--- config.mk ---
export PLATFORM = sky130hd
export DESIGN_NAME = seg7_bcd_scanner_flat
export DESIGN_NICKNAME = d
export VERILOG_FILES = /design/src/rtl/seg7_bcd_scanner_if.sv /design/src/rtl/seg7_bcd_scanner.sv /design/src/flat_wrapper.sv
export SDC_FILE = /design/constraint.sdc
export NUM_CORES = 1
export LEC_CHECK = 0
export ABC_CLOCK_PERIOD_IN_PS = 2400
export BUFFER_PORTS_ARGS = -buffer_cell sky130_fd_sc_hd__buf_2
export CORE_AREA = 8 8 98 100
export CTS_CLUSTER_DIAMETER = 60
export DETAILED_ROUTE_END_ITERATION = 8
export DIE_AREA = 0 0 106 108
export MAX_ROUTING_LAYER = met4
export PLACE_DENSITY_LB_ADDON = 0.2
export SLEW_MARGIN = 20
export SYNTH_ARGS = -nofsm -noshare
export SYNTH_HDL_FRONTEND = slang
export SYNTH_SLANG_ARGS = --single-unit
--- constraint.sdc ---
create_clock -name clk -period 2.4 [get_ports clk]
set_input_delay 0.24 -clock clk [delete_from_list [all_inputs] [get_ports clk]]
set_output_delay 0.24 -clock clk [all_outputs]
set_load 0.005 [all_outputs]
--- src/rtl/seg7_bcd_scanner_if.sv ---
// rtl/seg7_bcd_scanner_if.sv - display-stage bundle: value to show plus scan/segment drive and busy flag
interface seg7_bcd_scanner_if;
  logic [13:0] to_display_nr;
  logic [3:0]  digit_select;
  logic [6:0]  led_select;
  logic        conv_busy;

  modport master (
    output to_display_nr,
    input  digit_select,
    input  led_select,
    input  conv_busy
  );

  modport slave (
    input  to_display_nr,
    output digit_select,
    output led_select,
    output conv_busy
  );
endinterface

--- src/rtl/seg7_bcd_scanner.sv ---
// rtl/seg7_bcd_scanner.sv - sequential double-dabble BCD converter driving a 4-digit multiplexed 7-seg display
// Optional leading-zero blanking is enabled with `define LEADING_ZERO_BLANK_EN.
module seg7_bcd_scanner #(
  parameter int unsigned REFRESH_OVERFLOW = 2**19 - 1
) (
  input logic              clk,
  input logic              reset,
  seg7_bcd_scanner_if.slave bus
);

  localparam int CNT_W = $clog2(REFRESH_OVERFLOW + 1);

  typedef enum logic [1:0] {
    IDLE   = 2'd0,
    SHIFT  = 2'd1,
    COMMIT = 2'd2
  } state_t;

  logic [CNT_W-1:0] cnt_q;
  logic [1:0]       idx_q;

  state_t      state_q;
  logic        start_pending_q;
  logic [13:0] last_val_q;
  logic [13:0] shift_q;
  logic [15:0] scratch_q;
  logic [15:0] scratch_d;
  logic [3:0]  step_q;
  logic [15:0] bcd_q;
  logic        overrange_q;
  logic        busy_q;

  always_ff @(posedge clk or negedge reset) begin
    if (!reset) begin
      cnt_q <= '0;
      idx_q <= 2'd0;
    end else if (cnt_q == CNT_W'(REFRESH_OVERFLOW)) begin
      cnt_q <= '0;
      idx_q <= idx_q + 2'd1;
    end else begin
      cnt_q <= cnt_q + CNT_W'(1);
    end
  end

  // Add-3 correction applied before each shift so every nibble stays a valid BCD digit.
  always_comb begin
    scratch_d = scratch_q;
    for (int i = 0; i < 4; i++) begin
      if (scratch_q[4*i +: 4] >= 4'd5) begin
        scratch_d[4*i +: 4] = scratch_q[4*i +: 4] + 4'd3;
      end
    end
  end

  always_ff @(posedge clk or negedge reset) begin
    if (!reset) begin
      state_q         <= IDLE;
      start_pending_q <= 1'b1;
      last_val_q      <= '0;
      shift_q         <= '0;
      scratch_q       <= '0;
      step_q          <= '0;
      bcd_q           <= '0;
      overrange_q     <= 1'b0;
      busy_q          <= 1'b0;
    end else begin
      case (state_q)
        IDLE: begin
          if (start_pending_q || (bus.to_display_nr != last_val_q)) begin
            shift_q         <= bus.to_display_nr;
            last_val_q      <= bus.to_display_nr;
            start_pending_q <= 1'b0;
            scratch_q       <= '0;
            step_q          <= '0;
            busy_q          <= 1'b1;
            state_q         <= SHIFT;
          end
        end
        SHIFT: begin
          {scratch_q, shift_q} <= {scratch_d[14:0], shift_q, 1'b0};
          step_q               <= step_q + 4'd1;
          if (step_q == 4'd13) begin
            state_q <= COMMIT;
          end
        end
        COMMIT: begin
          // Display registers only ever see a finished result, so digits never tear.
          if (last_val_q > 14'd9999) begin
            overrange_q <= 1'b1;
          end else begin
            bcd_q       <= scratch_q;
            overrange_q <= 1'b0;
          end
          busy_q  <= 1'b0;
          state_q <= IDLE;
        end
        default: begin
          busy_q  <= 1'b0;
          state_q <= IDLE;
        end
      endcase
    end
  end

  logic [3:0] cur_digit;
  logic       blank;

  always_comb begin
    cur_digit = bcd_q[{idx_q, 2'b00} +: 4];
    blank     = 1'b0;
`ifdef LEADING_ZERO_BLANK_EN
    blank = (idx_q != 2'd0) && ((bcd_q >> {idx_q, 2'b00}) == 16'd0);
`endif
    bus.led_select = 7'b1111111;
    if (overrange_q) begin
      bus.led_select = 7'b0111111;
    end else if (!blank) begin
      case (cur_digit)
        4'd0:    bus.led_select = 7'b1000000;
        4'd1:    bus.led_select = 7'b1111001;
        4'd2:    bus.led_select = 7'b0100100;
        4'd3:    bus.led_select = 7'b0110000;
        4'd4:    bus.led_select = 7'b0011001;
        4'd5:    bus.led_select = 7'b0010010;
        4'd6:    bus.led_select = 7'b0000010;
        4'd7:    bus.led_select = 7'b1111000;
        4'd8:    bus.led_select = 7'b0000000;
        4'd9:    bus.led_select = 7'b0010000;
        default: bus.led_select = 7'b1111111;
      endcase
    end
  end

  assign bus.digit_select = ~(4'b0001 << idx_q);
  assign bus.conv_busy    = busy_q;

endmodule
--- src/flat_wrapper.sv ---
// flat-port wrapper written by rule: the top's interface ports become plain ports
module seg7_bcd_scanner_flat 
#(
  parameter int unsigned REFRESH_OVERFLOW = 2**19 - 1
)
  (clk, reset, bus_to_display_nr, bus_digit_select, bus_led_select, bus_conv_busy);
  seg7_bcd_scanner_if bus_i ();
  input logic clk;
  input logic reset;
  input wire logic [$bits(bus_i.to_display_nr)-1:0] bus_to_display_nr;
  output wire logic [$bits(bus_i.digit_select)-1:0] bus_digit_select;
  output wire logic [$bits(bus_i.led_select)-1:0] bus_led_select;
  output wire logic [$bits(bus_i.conv_busy)-1:0] bus_conv_busy;
  assign bus_i.to_display_nr = bus_to_display_nr;
  assign bus_digit_select = bus_i.digit_select;
  assign bus_led_select = bus_i.led_select;
  assign bus_conv_busy = bus_i.conv_busy;
  seg7_bcd_scanner #(.REFRESH_OVERFLOW(REFRESH_OVERFLOW)) u_core (.clk(clk), .reset(reset), .bus(bus_i));
endmodule
==> results.cfg <==
[setup_path]
rr_startpoint = u_core.last_val_q[13]
startpoint_type = flop
worstPathArrival_ps = 2110
cp_max_fo = 5
cp-end-kind = output port
rr_worst_depth = 6
critical_path_class = flop to output port
regToRegSetupSlack_ps = 100
cp.required_ps = 2160
r2r-end = u_core.shift_q[11]

[global_route]
grt_pass1_vias = 2971
overflow = 0
busiest_layer = met2
use_met1_pct = 21.3
grt_antenna_before_repair = 0
grt_util_met2_pct = 25.6
grt_pass1_wl_microns = 14600
use_met3_pct = 2.68
grt_max_degree = 55
grt_usage_pct = 16.1

[synth]
synthArstFlopShare_pct = 100
synth_most_common_cell = dfrtp_1
syn_inst = 390
synth.largest_area_cell = dfrtp_1
syn_area_sq_mm = 0.00460
synth_flop_cell = dfrtp_1
synth_fp_nets = 426
synth_warnings = 0
synth-edff-count = 0
postSynthAreaPerCell_sq_um = 11.8
synth.area.top_cells = dfrtp_1, mux2_2, ha_1
synth_seq_cells = 90
ys_seq_area_share_pct = 49.0
yosysTopAreaCellShare_pct = 48.4
synth_cell_types = 43
synth_top_cells_by_count = dfrtp_1, mux2_2, inv_1

[cells_and_area]
fillCellCount = 644
nNetsFinal = 465
n_antenna_cell = 0
final_util_pct = 64.3
syn2layout_area_growth_pct = 12.5
layout-drive-gt1-share_pct = 27.2

[routing]
wl_microns = 8680
drtAntennaViolNets = 0
wl_per_cell_microns = 16.1
viasPerCell = 5.55
post-route-drc-count = 0
first_iter_violations = 109
routed-via-count = 2991
drt-pass1-iter-count = 4

[min_path]
worst_hold_path.endpoint = u_core.last_val_q[7]
min_path_cells = 2
hold_path.class = primary input to flop
min-delay-start = bus_to_display_nr[7]

[placement]
dp_hpwl_microns = 6090
io_buffers = 27
place_congestion = 0.812

[timing]
clock.fmax_mhz = 425
tightest_slew_ps = 730
finalClockSkew_ps = 10.6
min_period_over_period_pct = 98.0
setup_viol = 0
finalHoldViolCount = 0
slew_viol_final = 0
whs_ps = 137
slew_headroom_pct = 51.2
rsz0062_at_grt = yes
fin_crit_ps = 2350

[floorplan]
initial_core_util_pct = 57.1
rows = 33
core-area_sq_mm = 0.00805
dieArea_sq_mm = 0.0114
io_pins = 28
die_w_microns = 106
die_h_microns = 108

[clocking]
cts_tree = built
cts_buffers = 9
path_clk_slew_ps = 90
htreeDepth = 3
cts_root_buf = clkbuf_8
ctsLongestPathBuffers = 2
cts_sinks = 90
clk_latency_ps = 350

[power]
power.density_mw_per_mm2 = 1120
ir_drop_v = 0.000687
p_leak_nw = 2.42

[run]
drv_cap = 0

[status]
status = finished, final reports clean
## placed cells by master, fill, tap and decap left out, types with 2 or more instances in the layout
cell type and n:
ha_1 17, ha_2 2, clkbuf_8 9, xor2_1 15, nor2_1 22, o21ai_1 2
buf_2 26, nand2_1 16, and3_1 4, a22o_1 9, dfrtp_1 88, xnor2_1 19
mux2i_1 5, nand3_1 13, mux2_1 8, o21a_1 2, clkinv_2 2, and2_1 3
mux4_2 4, buf_6 2, bufinv_16 2, inv_1 25, o2bb2ai_1 10, a21oi_1 15
o21ai_0 15, nand2b_1 6, buf_4 9, nor3b_1 7, mux2_2 46, nand4_1 4
clkinvlp_4 2, buf_12 2
## metrics by stage
stage | setup TNS (ps) | worst slack (ps) | total power (W) | std cells | instance area [sq um]
global placement | 0 | 192 | 0.00454 | 519 | 4890
detailed placement | 0 | 97.3 | 0.00466 | 519 | 4890
global route | -224 | -53.2 | 0.00623 | 539 | 5170
finish | 0 | 47.8 | 0.00581 | 539 | 5170
CTS | 0 | 22.5 | 0.00582 | 539 | 5150
floorplan | 0 | 186 | 0.00403 | 390 | 4600
## critical path, cell delays in order (launching register included)
cell,delay (ps)
dfrtp_2,450
mux4_2,620
ha_2,240
o21ai_0,160
o21a_1,140
nor2_1,40
buf_2,130
## final cells by class
type                    instances  area, sq um  share of cell area [%]
clock inverters                 7         93.8                    1.81
repair buffers                 40          270                    5.22
well taps                     105          131                    2.54
flip-flops and latches         90         2250                    43.6
clock buffers                   9          124                    2.39
inverters                      27          104                    2.01
multi-input cells             261         2200                    42.5
## power by group
| part | leakage [nW] | internal, W | switching (W) | total, W |
|---|---|---|---|---|
| logic | 1.17 | 0.00117 | 0.00100 | 0.00218 |
| clock network | 0.105 | 0.000584 | 0.000528 | 0.00111 |
| registers | 1.14 | 0.00203 | 0.000490 | 0.00252 |
| total | 2.42 | 0.00379 | 0.00202 | 0.00581 |
## repair_timing
item,in CTS,in global routing
gates resized for setup,5,7
endpoints found under the hold margin,52,0
setup endpoints to repair,7,5
cloned,0,0
hold buffers,1,0
buffers inserted,3,0
pin swaps,0,1
## worst max path at each step
stage / from / endpoint / cells past startpoint
3_5_place_dp: u_core.last_val_q[13] / u_core.shift_q[11] / 6
3_3_place_gp: u_core.last_val_q[13] / u_core.shift_q[5] / 6
2_1_floorplan: u_core.last_val_q[13] / u_core.shift_q[10] / 6
4_1_cts: u_core.idx_q[0] / bus_led_select[0] / 6
6_report: u_core.idx_q[0] / bus_led_select[6] / 6
5_1_grt: u_core.idx_q[0] / bus_led_select[6] / 6
## registers in the layout (all words and copies together) (netlist names)
register                flops
u_core.cnt_q               19
u_core.state_q              2
u_core.idx_q                2
u_core.bus.conv_busy        1
u_core.last_val_q          14
u_core.scratch_q           16
u_core.step_q               4
u_core.bcd_q               16
u_core.shift_q             14
u_core.overrange_q          1
u_core.start_pending_q      1
## cell families after synthesis
logic type	share of synthesized area (%)
buffers and inverters	3.65
muxes	16.3
and+or+nand+nor	9.33
adders and majority gates	5.44
DFF	49.0
xor gates and xnor gates	6.48
AOI/OAI and AO/OA	9.82
## per-layer routing
layer	wire length, microns	up-vias	share of wire [%]
li1	-	1438	-
met1	4120	1515	47
met2	4340	31	50
met3	155	7	1.8
met4	67	0	0.77
met5	0	-	0
(Power assumes the default switching activity.)
